[src/rtl/ex_muldiv_unit_pkg.sv]
// Shared types for the execute-stage M-extension unit: op encoding, FSM states
// and the control-word field that steers EX results through the mul/div path.
package ex_muldiv_unit_pkg;

  // funct3 encoding of the RV32M/RV64M ops
  typedef enum logic [2:0] {
    OP_MUL    = 3'b000,
    OP_MULH   = 3'b001,
    OP_MULHSU = 3'b010,
    OP_MULHU  = 3'b011,
    OP_DIV    = 3'b100,
    OP_DIVU   = 3'b101,
    OP_REM    = 3'b110,
    OP_REMU   = 3'b111
  } muldiv_op_t;

  typedef enum logic [1:0] {
    ST_IDLE,
    ST_MUL,
    ST_DIV,
    ST_DONE
  } muldiv_state_t;

  typedef enum logic [1:0] {
    ALUSRC_REG,
    ALUSRC_IMM,
    ALUSRC_PC,
    ALUSRC_MULDIV
  } alusrc_t;

  typedef struct packed {
    alusrc_t    alusrc;
    logic       reg_write;
    logic       mem_read;
    logic       mem_write;
    logic       branch;
    muldiv_op_t muldiv_op;
  } control_signal_t;

  function automatic logic is_div_op(input muldiv_op_t op);
    return op[2];
  endfunction

  function automatic logic is_rem_op(input muldiv_op_t op);
    return op[2] & op[1];
  endfunction

  function automatic logic is_signed_div(input muldiv_op_t op);
    return op[2] & ~op[0];
  endfunction

  function automatic logic mul_a_signed(input muldiv_op_t op);
    return (op == OP_MULH) || (op == OP_MULHSU);
  endfunction

  function automatic logic mul_b_signed(input muldiv_op_t op);
    return op == OP_MULH;
  endfunction

endpackage

[src/rtl/ex_muldiv_unit_divider.sv]
// Iterative restoring divider on unsigned magnitudes; the first quotient bit is
// resolved on the start edge so results are ready XLEN cycles after start.
module muldiv_divider #(
  parameter int XLEN = 32
) (
  input  logic            clk,
  input  logic            rst_n,
  input  logic            start_i,
  input  logic            clear_i,
  input  logic [XLEN-1:0] dividend_i,
  input  logic [XLEN-1:0] divisor_i,
  output logic [XLEN-1:0] quotient_o,
  output logic [XLEN-1:0] remainder_o,
  output logic            done_o
);

  localparam int CNT_W = $clog2(XLEN + 1);
  localparam logic [CNT_W-1:0] LAST = CNT_W'(XLEN);

  logic [XLEN-1:0]  quot_q, quot_d;
  logic [XLEN-1:0]  rem_q, rem_d;
  logic [XLEN-1:0]  dvs_q, dvs_d;
  logic [CNT_W-1:0] cnt_q, cnt_d;

  logic [XLEN-1:0] step_rem, step_quot, step_dvs;
  logic [XLEN-1:0] next_rem, next_quot;
  logic [XLEN:0]   trial;

  // One restoring step: shift the next dividend bit into the partial remainder
  always_comb begin
    step_rem  = start_i ? '0 : rem_q;
    step_quot = start_i ? dividend_i : quot_q;
    step_dvs  = start_i ? divisor_i : dvs_q;
    trial     = {step_rem, step_quot[XLEN-1]} - {1'b0, step_dvs};
    if (!trial[XLEN]) begin
      next_rem  = trial[XLEN-1:0];
      next_quot = {step_quot[XLEN-2:0], 1'b1};
    end else begin
      next_rem  = {step_rem[XLEN-2:0], step_quot[XLEN-1]};
      next_quot = {step_quot[XLEN-2:0], 1'b0};
    end
  end

  always_comb begin
    quot_d = quot_q;
    rem_d  = rem_q;
    dvs_d  = dvs_q;
    cnt_d  = cnt_q;
    if (clear_i) begin
      cnt_d = '0;
    end else if (start_i) begin
      quot_d = next_quot;
      rem_d  = next_rem;
      dvs_d  = divisor_i;
      cnt_d  = CNT_W'(1);
    end else if (cnt_q != '0 && cnt_q != LAST) begin
      quot_d = next_quot;
      rem_d  = next_rem;
      cnt_d  = cnt_q + CNT_W'(1);
    end
  end

  always_ff @(posedge clk or negedge rst_n) begin
    if (!rst_n) begin
      quot_q <= '0;
      rem_q  <= '0;
      dvs_q  <= '0;
      cnt_q  <= '0;
    end else begin
      quot_q <= quot_d;
      rem_q  <= rem_d;
      dvs_q  <= dvs_d;
      cnt_q  <= cnt_d;
    end
  end

  assign quotient_o  = quot_q;
  assign remainder_o = rem_q;
  assign done_o      = (cnt_q == LAST);

endmodule

[src/rtl/ex_muldiv_unit.sv]
// Multi-cycle M-extension unit beside the EX ALU: pipelined multiplier, iterative
// divider, pipeline stall while busy, and abort on flush.
module ex_muldiv_unit
  import ex_muldiv_unit_pkg::*;
#(
  parameter int XLEN       = 32,
  parameter int MUL_STAGES = 2
) (
  input  logic            clk,
  input  logic            start,
  input  logic            req_valid,
  input  logic [2:0]      req_op,
  input  logic [XLEN-1:0] in_a,
  input  logic [XLEN-1:0] in_b,
  input  logic            flush,
  input  logic            hold,
  output logic            stall_o,
  output logic            done_o,
  output logic [XLEN-1:0] result_o
);

  generate
    if (MUL_STAGES < 1 || MUL_STAGES > 4) begin : g_bad_stages
      $error("ex_muldiv_unit: MUL_STAGES must be in 1..4");
    end
    if (XLEN != 32 && XLEN != 64) begin : g_bad_xlen
      $error("ex_muldiv_unit: XLEN must be 32 or 64");
    end
  endgenerate

  localparam int CNT_W = $clog2(XLEN + 1);
  // The top two bits of the (2*XLEN+2)-bit signed product are never returned,
  // so the pipeline only carries the low 2*XLEN bits.
  localparam int PW    = 2 * XLEN;
  localparam int NPIPE = (MUL_STAGES > 1) ? MUL_STAGES - 1 : 1;
  localparam logic [XLEN-1:0] MOST_NEG = {1'b1, {(XLEN-1){1'b0}}};

  muldiv_state_t    state_q, state_d;
  muldiv_op_t       op_q, op_d;
  logic [CNT_W-1:0] cnt_q, cnt_d;
  logic             a_neg_q, a_neg_d, b_neg_q, b_neg_d;
  logic             done_q, done_d;
  logic [XLEN-1:0]  result_q, result_d;
  logic [PW-1:0]    mul_pipe_q [NPIPE];
  logic [PW-1:0]    mul_pipe_d [NPIPE];

  muldiv_op_t      req_op_t;
  logic            accept;
  logic [XLEN:0]   a_ext, b_ext;
  logic [PW-1:0]   prod_comb, mul_tail;
  logic            a_neg_in, b_neg_in, div_by_zero, div_ovf, div_start, div_done;
  logic [XLEN-1:0] a_mag, b_mag, div_quot, div_rem, quot_fix, rem_fix;

  function automatic logic [XLEN-1:0] mul_pick(input muldiv_op_t op, input logic [PW-1:0] p);
    return (op == OP_MUL) ? p[XLEN-1:0] : p[PW-1:XLEN];
  endfunction

  assign req_op_t = muldiv_op_t'(req_op);
  assign accept   = (state_q == ST_IDLE) && req_valid && !flush;

  always_comb begin
    a_ext     = {mul_a_signed(req_op_t) & in_a[XLEN-1], in_a};
    b_ext     = {mul_b_signed(req_op_t) & in_b[XLEN-1], in_b};
    prod_comb = {{(XLEN-1){a_ext[XLEN]}}, a_ext} * {{(XLEN-1){b_ext[XLEN]}}, b_ext};
  end

  always_comb begin
    a_neg_in    = is_signed_div(req_op_t) & in_a[XLEN-1];
    b_neg_in    = is_signed_div(req_op_t) & in_b[XLEN-1];
    a_mag       = a_neg_in ? -in_a : in_a;
    b_mag       = b_neg_in ? -in_b : in_b;
    div_by_zero = (in_b == '0);
    div_ovf     = is_signed_div(req_op_t) && (in_a == MOST_NEG) && (in_b == '1);
    div_start   = accept && is_div_op(req_op_t) && !div_by_zero && !div_ovf;
  end

  genvar gi;
  generate
    for (gi = 0; gi < NPIPE; gi++) begin : g_mul_pipe
      if (gi == 0) begin : g_head
        assign mul_pipe_d[gi] = (accept && !is_div_op(req_op_t)) ? prod_comb : mul_pipe_q[gi];
      end else begin : g_body
        assign mul_pipe_d[gi] = mul_pipe_q[gi-1];
      end
    end
    if (MUL_STAGES == 1) begin : g_tail_comb
      assign mul_tail = prod_comb;
    end else begin : g_tail_pipe
      assign mul_tail = mul_pipe_q[MUL_STAGES-2];
    end
  endgenerate

  muldiv_divider #(.XLEN(XLEN)) u_divider (
    .clk        (clk),
    .rst_n      (start),
    .start_i    (div_start),
    .clear_i    (flush),
    .dividend_i (a_mag),
    .divisor_i  (b_mag),
    .quotient_o (div_quot),
    .remainder_o(div_rem),
    .done_o     (div_done)
  );

  assign quot_fix = (a_neg_q ^ b_neg_q) ? -div_quot : div_quot;
  assign rem_fix  = a_neg_q ? -div_rem : div_rem;

  always_comb begin
    state_d  = state_q;
    op_d     = op_q;
    cnt_d    = cnt_q;
    a_neg_d  = a_neg_q;
    b_neg_d  = b_neg_q;
    done_d   = done_q;
    result_d = result_q;
    unique case (state_q)
      ST_IDLE: begin
        if (accept) begin
          op_d    = req_op_t;
          a_neg_d = a_neg_in;
          b_neg_d = b_neg_in;
          if (!is_div_op(req_op_t)) begin
            if (MUL_STAGES == 1) begin
              state_d  = ST_DONE;
              done_d   = 1'b1;
              result_d = mul_pick(req_op_t, prod_comb);
            end else begin
              state_d = ST_MUL;
              cnt_d   = CNT_W'(MUL_STAGES - 2);
            end
          end else if (div_by_zero) begin
            state_d  = ST_DONE;
            done_d   = 1'b1;
            result_d = is_rem_op(req_op_t) ? in_a : '1;
          end else if (div_ovf) begin
            state_d  = ST_DONE;
            done_d   = 1'b1;
            result_d = is_rem_op(req_op_t) ? '0 : in_a;
          end else begin
            state_d = ST_DIV;
            cnt_d   = CNT_W'(XLEN - 1);
          end
        end
      end
      ST_MUL: begin
        if (cnt_q == '0) begin
          state_d  = ST_DONE;
          done_d   = 1'b1;
          result_d = mul_pick(op_q, mul_tail);
        end else begin
          cnt_d = cnt_q - CNT_W'(1);
        end
      end
      ST_DIV: begin
        if (cnt_q == '0 && div_done) begin
          state_d  = ST_DONE;
          done_d   = 1'b1;
          result_d = is_rem_op(op_q) ? rem_fix : quot_fix;
        end else if (cnt_q != '0) begin
          cnt_d = cnt_q - CNT_W'(1);
        end
      end
      ST_DONE: begin
        // No acceptance here: the retiring instruction still drives req_valid
        if (!hold) begin
          state_d  = ST_IDLE;
          done_d   = 1'b0;
          result_d = '0;
        end
      end
      default: state_d = ST_IDLE;
    endcase
    if (flush) begin
      state_d  = ST_IDLE;
      cnt_d    = '0;
      done_d   = 1'b0;
      result_d = '0;
    end
  end

  always_ff @(posedge clk or negedge start) begin
    if (!start) begin
      state_q  <= ST_IDLE;
      op_q     <= OP_MUL;
      cnt_q    <= '0;
      a_neg_q  <= 1'b0;
      b_neg_q  <= 1'b0;
      done_q   <= 1'b0;
      result_q <= '0;
      for (int i = 0; i < NPIPE; i++) mul_pipe_q[i] <= '0;
    end else begin
      state_q  <= state_d;
      op_q     <= op_d;
      cnt_q    <= cnt_d;
      a_neg_q  <= a_neg_d;
      b_neg_q  <= b_neg_d;
      done_q   <= done_d;
      result_q <= result_d;
      for (int i = 0; i < NPIPE; i++) mul_pipe_q[i] <= mul_pipe_d[i];
    end
  end

  assign stall_o  = start & ~flush &
                    (((state_q == ST_IDLE) & req_valid) | (state_q == ST_MUL) | (state_q == ST_DIV));
  assign done_o   = done_q & ~flush;
  assign result_o = done_o ? result_q : '0;

endmodule
[config.mk]
export PLATFORM = sky130hd
export DESIGN_NAME = ex_muldiv_unit
export DESIGN_NICKNAME = d
export VERILOG_FILES = /design/src/rtl/ex_muldiv_unit_pkg.sv /design/src/rtl/ex_muldiv_unit_divider.sv /design/src/rtl/ex_muldiv_unit.sv
export SDC_FILE = /design/constraint.sdc
export NUM_CORES = 2
export LEC_CHECK = 0
export CAP_MARGIN = 20
export CORE_MARGIN = 3
export CORE_UTILIZATION = 60
export CTS_CLUSTER_DIAMETER = 120
export DETAILED_ROUTE_END_ITERATION = 10
export HOLD_SLACK_MARGIN = 0.02
export PLACE_DENSITY = 0.86
export SLEW_MARGIN = 20
export SYNTH_ARGS = -nofsm -noshare
export SYNTH_HDL_FRONTEND = slang
export SYNTH_SLANG_ARGS = --single-unit
[constraint.sdc]
create_clock -name clk -period 4.3 [get_ports clk]
set_input_delay 0.86 -clock clk [delete_from_list [all_inputs] [get_ports clk]]
set_output_delay 0.86 -clock clk [all_outputs]
set_load 0.01 [all_outputs]
==> impl_metrics.sql, run 1 <==
INSERT INTO impl_metrics (metric_group, metric, value, unit) VALUES
('timing', 'postGrtWorstEndpoint', 'mul_pipe_q[58]$_DFFE_PN0P_/D', ''),
('synth', 'synth_cell_type_count', '88', ''),
('outcome', 'stop_error', '[ERROR GRT-0232] Routing congestion too high. Check the congestion heatmap in the GUI.', ''),
('synth', 'syn-num-nets', '7580', ''),
('global_route', 'grt_max_degree', '76', ''),
('placement', 'buffer_ports.inserted', '105', ''),
('synth', 'synth.ff_latch_count', '212', ''),
('synth', 'synth_edf_count', '0', ''),
('synth', 'yosysWarningCount', '0', ''),
('global_route', 'antenna_found_initial', '45', ''),
('synth', 'synth_ff_type', 'sky130_fd_sc_hd__dfrtp_1', ''),
('clocking', 'h-tree-depth', '1', ''),
('clocking', 'cts_made_buffers', '26', ''),
('placement', 'post_dp_cell_area', '61700', 'sq um'),
('placement', 'place_congestion', '1.03', ''),
('timing', 'timing.worst_endpoint.kind', 'register data pin', ''),
('global_route', 'grt_overflow_total', '6', ''),
('clocking', 'clock_sinks', '212', ''),
('floorplanning', 'die_width', '304', 'microns'),
('synth', 'post_synth_instance_area', '53300', 'sq um'),
('floorplanning', 'rows', '108', ''),
('floorplanning', 'boundaryPins', '106', ''),
('floorplanning', 'floorplan.initialDensity', '61.0', '%'),
('synth', 'syn-instance-count', '6126', ''),
('placement', 'dp.final_hpwl', '144', 'mm'),
('outcome', 'outcome', 'stopped before the end', ''),
('clocking', 'cts.path.max_buffers', '3', ''),
('floorplanning', 'fp.dieH', '304', 'microns'),
('global_route', 'grt_use_total', '63.5', '%'),
('synth', 'synth-async-reset-ratio', '100', '%'),
('synth', 'synth-seq-area-share', '9.94', '%'),
('synth', 'synthesis.area_per_instance', '8.71', 'sq um'),
('clocking', 'clock-root-buffer', 'sky130_fd_sc_hd__clkbuf_16', ''),
('outcome', 'haltStage', 'global routing (5_1_grt)', '');
[routing by layer]
layer | track usage (%) | overflow
met5 | 40.4 | 0
met4 | 60.5 | 1
met3 | 53.5 | 0
met2 | 77.1 | 5
met1 | 61.5 | 0
[cell families after synthesis]
logic type / share of synthesized area (%)
compound gates: 9.12
xor+xnor: 3.54
fa+ha+maj: 48.3
buf+inv: 11.7
flops: 9.94
mux: 0.985
simple gates: 16.5
[timing repair]
| item | CTS |
|---|---|
| setup buffers | 164 |
| hold buffers | 0 |
| pin swaps | 303 |
| endpoints found under the setup margin | 92 |
| gates cloned | 11 |
| gates resized for setup | 678 |
[stage by stage]
| stage | util [%] | std cells | setup slack [ns] |
|---|---|---|---|
| after floorplan | - | 6126 | -3.81 |
| after global placement | 70.6 | 7746 | -4.51 |
| after detailed placement | 70.6 | 7746 | -4.69 |
| after CTS | 75.9 | 7951 | -3.33 |
[Yosys cell counts, drive strengths merged, types with 21 or more instances]
master  instances  area share [%]
inv          1232             8.7
fa           1126              42
nand2        1032             7.3
and2          391             4.6
clkbuf        283             2.0
ha            256             6.0
o21ai         223             2.1
dfrtp         212             9.9
a21oi         207             1.9
nor2          170             1.2
buf           116            0.99
xnor2         115             1.9
xor2           96             1.6
nor3           56            0.55
a21o           54            0.76
nand3          40            0.38
mux2           36            0.76
o31ai          32            0.45
and3           30            0.35
o41ai          30            0.51
nand4          27            0.32
a221o          25            0.47
o211ai         23            0.33
a211oi         22            0.31
nor4           22            0.30
a221oi         21            0.34
==> run 2: changes to the inputs <==
CORE_UTILIZATION = 40   (was 60)
CTS_CLUSTER_DIAMETER = unset   (was 120)
HOLD_SLACK_MARGIN = unset   (was 0.02)
PLACE_DENSITY = unset   (was 0.86)
PLACE_DENSITY_LB_ADDON = 0.15   (was unset)
clock period = 5.6 ns   (was 4.3 ns; I/O delays follow)
==> run 2 against run 1 <==
Compared with the run above: the flow now finishes, with violations (setup timing); synthesized cell count stayed put; area after synthesis unchanged.
==> impl_metrics.sql, run 2 <==
INSERT INTO impl_metrics (metric_group, metric, value, unit) VALUES
('outcome', 'outcome', 'finished with violations', ''),
('outcome', 'failed_checks', 'setup timing', ''),
('placement', 'post_dp_cell_area', '62000', 'sq um'),
('timing', 'timing_max_transition_violations_final', '0', ''),
('global_route', 'via_count_of_the_first_global_routing_pass', '46800', ''),
('synth', 'yosys.cell_count.top_type', 'sky130_fd_sc_hd__inv_1', ''),
('floorplanning', 'rows', '133', ''),
('drt', 'detailroute.wirelength.met3', '11.2', 'mm'),
('timing', 'final.setup_skew', '0.0239', 'ns'),
('floorplanning', 'placeableCoreArea', '132000', 'sq um'),
('worst_setup_path', 'path_class', 'input pin to register', ''),
('floorplanning', 'die_width', '371', 'microns'),
('drt', 'route.layer.met1.wl', '85.7', 'mm'),
('synth', 'synth_commonest_cells', '1,232 x sky130_fd_sc_hd__inv_1, 1,126 x sky130_fd_sc_hd__fa_1, 1,029 x sky130_fd_sc_hd__nand2_1, 391 x sky130_fd_sc_hd__and2_1, 282 x sky130_fd_sc_hd__clkbuf_1', ''),
('drt', 'drt-vias-per-instance', '5.17', ''),
('timing', 'slew-limit-headroom', '29.1', '%'),
('drt', 'wl_per_cell', '22.3', 'microns'),
('floorplanning', 'floorplan.die_area', '138000', 'sq um'),
('worst_setup_path', 'timing.critical_path.to_type', 'register', ''),
('clocking', 'h-tree-depth', '1', ''),
('timing', 'setup_repair_after_global_routing_missed_its_margin', 'yes', ''),
('drt', 'detail-route-antenna-nets', '0', ''),
('synth', 'yosysWarningCount', '0', ''),
('clocking', 'cts_made_buffers', '26', ''),
('worst_setup_path', 'critical_path_peak_fanout', '5', ''),
('synth', 'synth-async-reset-ratio', '100', '%'),
('timing', 'fin_crit_sh', '143', '%'),
('drt', 'topRoutingLayerUsed', 'met5', ''),
('floorplanning', 'floorplan.initialDensity', '40.4', '%'),
('synth', 'netlist.top_cell.by_area', 'sky130_fd_sc_hd__fa_1', ''),
('synth', 'synth_cell_type_count', '88', ''),
('worst_setup_path', 'critPathArrivalTime', '8.46', 'ns'),
('timing', 'min_period', '7.98', 'ns'),
('drt', 'via_count', '44200', ''),
('global_route', 'grt_pass1_wl', '291', 'mm'),
('worst_setup_path', 'critical-path-max-stage-delay', '0.65', 'ns'),
('timing', 'layout_setup_ws', '-2.38', 'ns'),
('clocking', 'clock-root-buffer', 'sky130_fd_sc_hd__clkbuf_16', ''),
('timing', 'fin_tns_setup', '-100.28', 'ns'),
('clocking', 'cts_tree', 'done', ''),
('timing', 'clock.fmax', '0.125', 'GHz'),
('synth', 'post_synth_instance_area', '53300', 'sq um'),
('clocking', 'clkSlewWorstSetupHoldPaths', '0.06', 'ns'),
('final_layout', 'largest_register_ffs', '64', ''),
('drt', 'route.final.wire_length', '190', 'mm'),
('synth', 'syn-instance-count', '6126', ''),
('synth', 'synth_ff_type', 'sky130_fd_sc_hd__dfrtp_1', ''),
('drt', 'met2RoutedLength', '86.9', 'mm'),
('run', 'cap_viol_max_count', '0', ''),
('timing', 'finalHoldWorstSlack', '0.470', 'ns'),
('placement', 'place_congestion', '0.913', ''),
('drt', 'initialDrtViolationCount', '3124', ''),
('synth', 'syn-num-nets', '7580', ''),
('global_route', 'antenna_found_initial', '8', ''),
('placement', 'dp.final_hpwl', '153', 'mm'),
('clocking', 'cts.path.max_buffers', '3', ''),
('final_layout', 'final_cell_mix', '1,175 x sky130_fd_sc_hd__inv_1, 1,091 x sky130_fd_sc_hd__fa_1, 993 x sky130_fd_sc_hd__nand2_1', ''),
('floorplanning', 'boundaryPins', '106', ''),
('final_layout', 'final_nets', '8221', ''),
('synth', 'synth-seq-area-share', '9.94', '%'),
('worst_setup_path', 'critical_path.slowest_cell', 'sky130_fd_sc_hd__fa_2', ''),
('synth', 'synth.ff_latch_count', '212', ''),
('final_layout', 'largest_reg_by_ff_count', 'mul_pipe_q', ''),
('drt', 'remaining_drc_errors', '0', ''),
('synth', 'synth_edf_count', '0', ''),
('timing', 'count_of_final_hold_check_violations', '0', ''),
('hold_path', 'min_path_type', 'register to register', ''),
('global_route', 'grt_use_total', '27.8', '%'),
('final_layout', 'commonest_non_fill_non_tap_cell_in_the_layout', 'sky130_fd_sc_hd__inv_1', ''),
('placement', 'buffer_ports.inserted', '105', ''),
('global_route', 'grt_overflow_total', '0', ''),
('timing', 'setup_viol_count_final', '87', ''),
('clocking', 'clkLatencyLatePin', '0.56', 'ns'),
('final_layout', 'syn_to_final_growth', '25.4', '%'),
('floorplanning', 'fp.dieH', '371', 'microns'),
('synth', 'synth.top_cell.area_share', '42.3', '%'),
('final_layout', 'drive_above_1_share', '22.0', '%'),
('synth', 'synthesis.area_per_instance', '8.71', 'sq um'),
('drt', 'first_pass_iteration_count_of_the_detailed_router', '6', ''),
('clocking', 'clock_sinks', '212', ''),
('worst_setup_path', 'start_kind', 'input pin', ''),
('final_layout', 'postLayoutCellArea', '66900', 'sq um'),
('worst_setup_path', 'critical_path.most_common_cell', 'sky130_fd_sc_hd__fa_1', ''),
('synth', 'synthTopCellsByArea', 'sky130_fd_sc_hd__fa_1 42%, sky130_fd_sc_hd__dfrtp_1 9.9%, sky130_fd_sc_hd__inv_1 8.7%', ''),
('global_route', 'grt_max_degree', '131', ''),
('clocking', 'cts_hold_buf', '0', ''),
('timing', 'slew_at_the_pin_closest_to_its_max_slew_limit', '1.06', 'ns'),
('worst_setup_path', 'crit_required', '6.08', 'ns');
## run 2: cell counts after synthesis
Identical to the previous run, type by type.
## run 2: area by class of cell
| class | instances | area (sq um) |
|---|---|---|
| Antenna cell | 5 | 12.5 |
| Clock inverter | 13 | 140 |
| Timing Repair Buffer | 1009 | 9640 |
| Inverter | 1232 | 4640 |
| Sequential cell | 212 | 5310 |
| Clock buffer | 35 | 744 |
| Multi-Input combinational cell | 4286 | 44200 |
| Fill cell | 12500 | 65100 |
| Tap cell | 1755 | 2200 |
## run 2: path summary, 6_finish.rpt
kind | cells after the start | slack, ns | to | start
worst max-delay path | 30 | -2.38 | mul_pipe_q[62] | req_op[1]
worst min-delay path | 2 | 0.47 | result_q[14] | result_q[14]
worst max register to register | 21 | 0.73 | u_divider.remainder_o[11] | state_q[1]
worst min register to register | 2 | 0.47 | result_q[14] | result_q[14]
max in group asynchronous | 2 | 3.86 | u_divider.dvs_q[21] | start
min in group asynchronous | 1 | 0.57 | cnt_q[5] | start
## run 2: worst max-delay path: cells and delay by family
| family | cells | cell delay, ns |
|---|---|---|
| adder cells (fa/ha/maj) | 9 | 4.55 |
| AND/OR/NAND/NOR | 7 | 1.15 |
| buffers and inverters | 10 | 0.83 |
| AO/OA/AOI/OAI | 3 | 0.59 |
| XOR/XNOR | 1 | 0.19 |
## run 2: stage by stage
step,cells,setup WS (ns),util [%]
floorplan,6126,-2.77,-
global placement,8343,-3.48,47.0
detailed placement,8343,-3.58,47.0
CTS,8484,-2.34,49.5
global route,8543,-2.61,50.7
finish,8547,-2.38,50.7
## run 2: logic make-up after synthesis
| logic type | after synthesis | share of synthesized area [%] |
|---|---|---|
| adder cells (fa/ha/maj) | 1382 | 48.3 |
| buffers and inverters | 1631 | 11.7 |
| multiplexers | 48 | 0.985 |
| flip-flops | 212 | 9.94 |
| AND/OR/NAND/NOR | 1880 | 16.5 |
| XOR/XNOR | 212 | 3.54 |
| AO/OA/AOI/OAI | 761 | 9.12 |
## run 2: timing repair
action | CTS | global route
gates resized for setup | 410 | 281
setup buffers | 86 | 62
pin swaps | 237 | 217
hold endpoints to repair | 0 | 0
setup endpoints to repair | 88 | 88
gates cloned | 12 | 5
## run 2: metal layers
metal	global-route usage, %	vias to the layer above
li1	-	19900
met1	40.1	22800
met2	45.0	1221
met3	3.28	238
met4	6.25	2
met5	0	-
Power of run 2 is not shown: default switching activity piles up to over one toggle a cycle in this logic, so the estimate is an artifact.
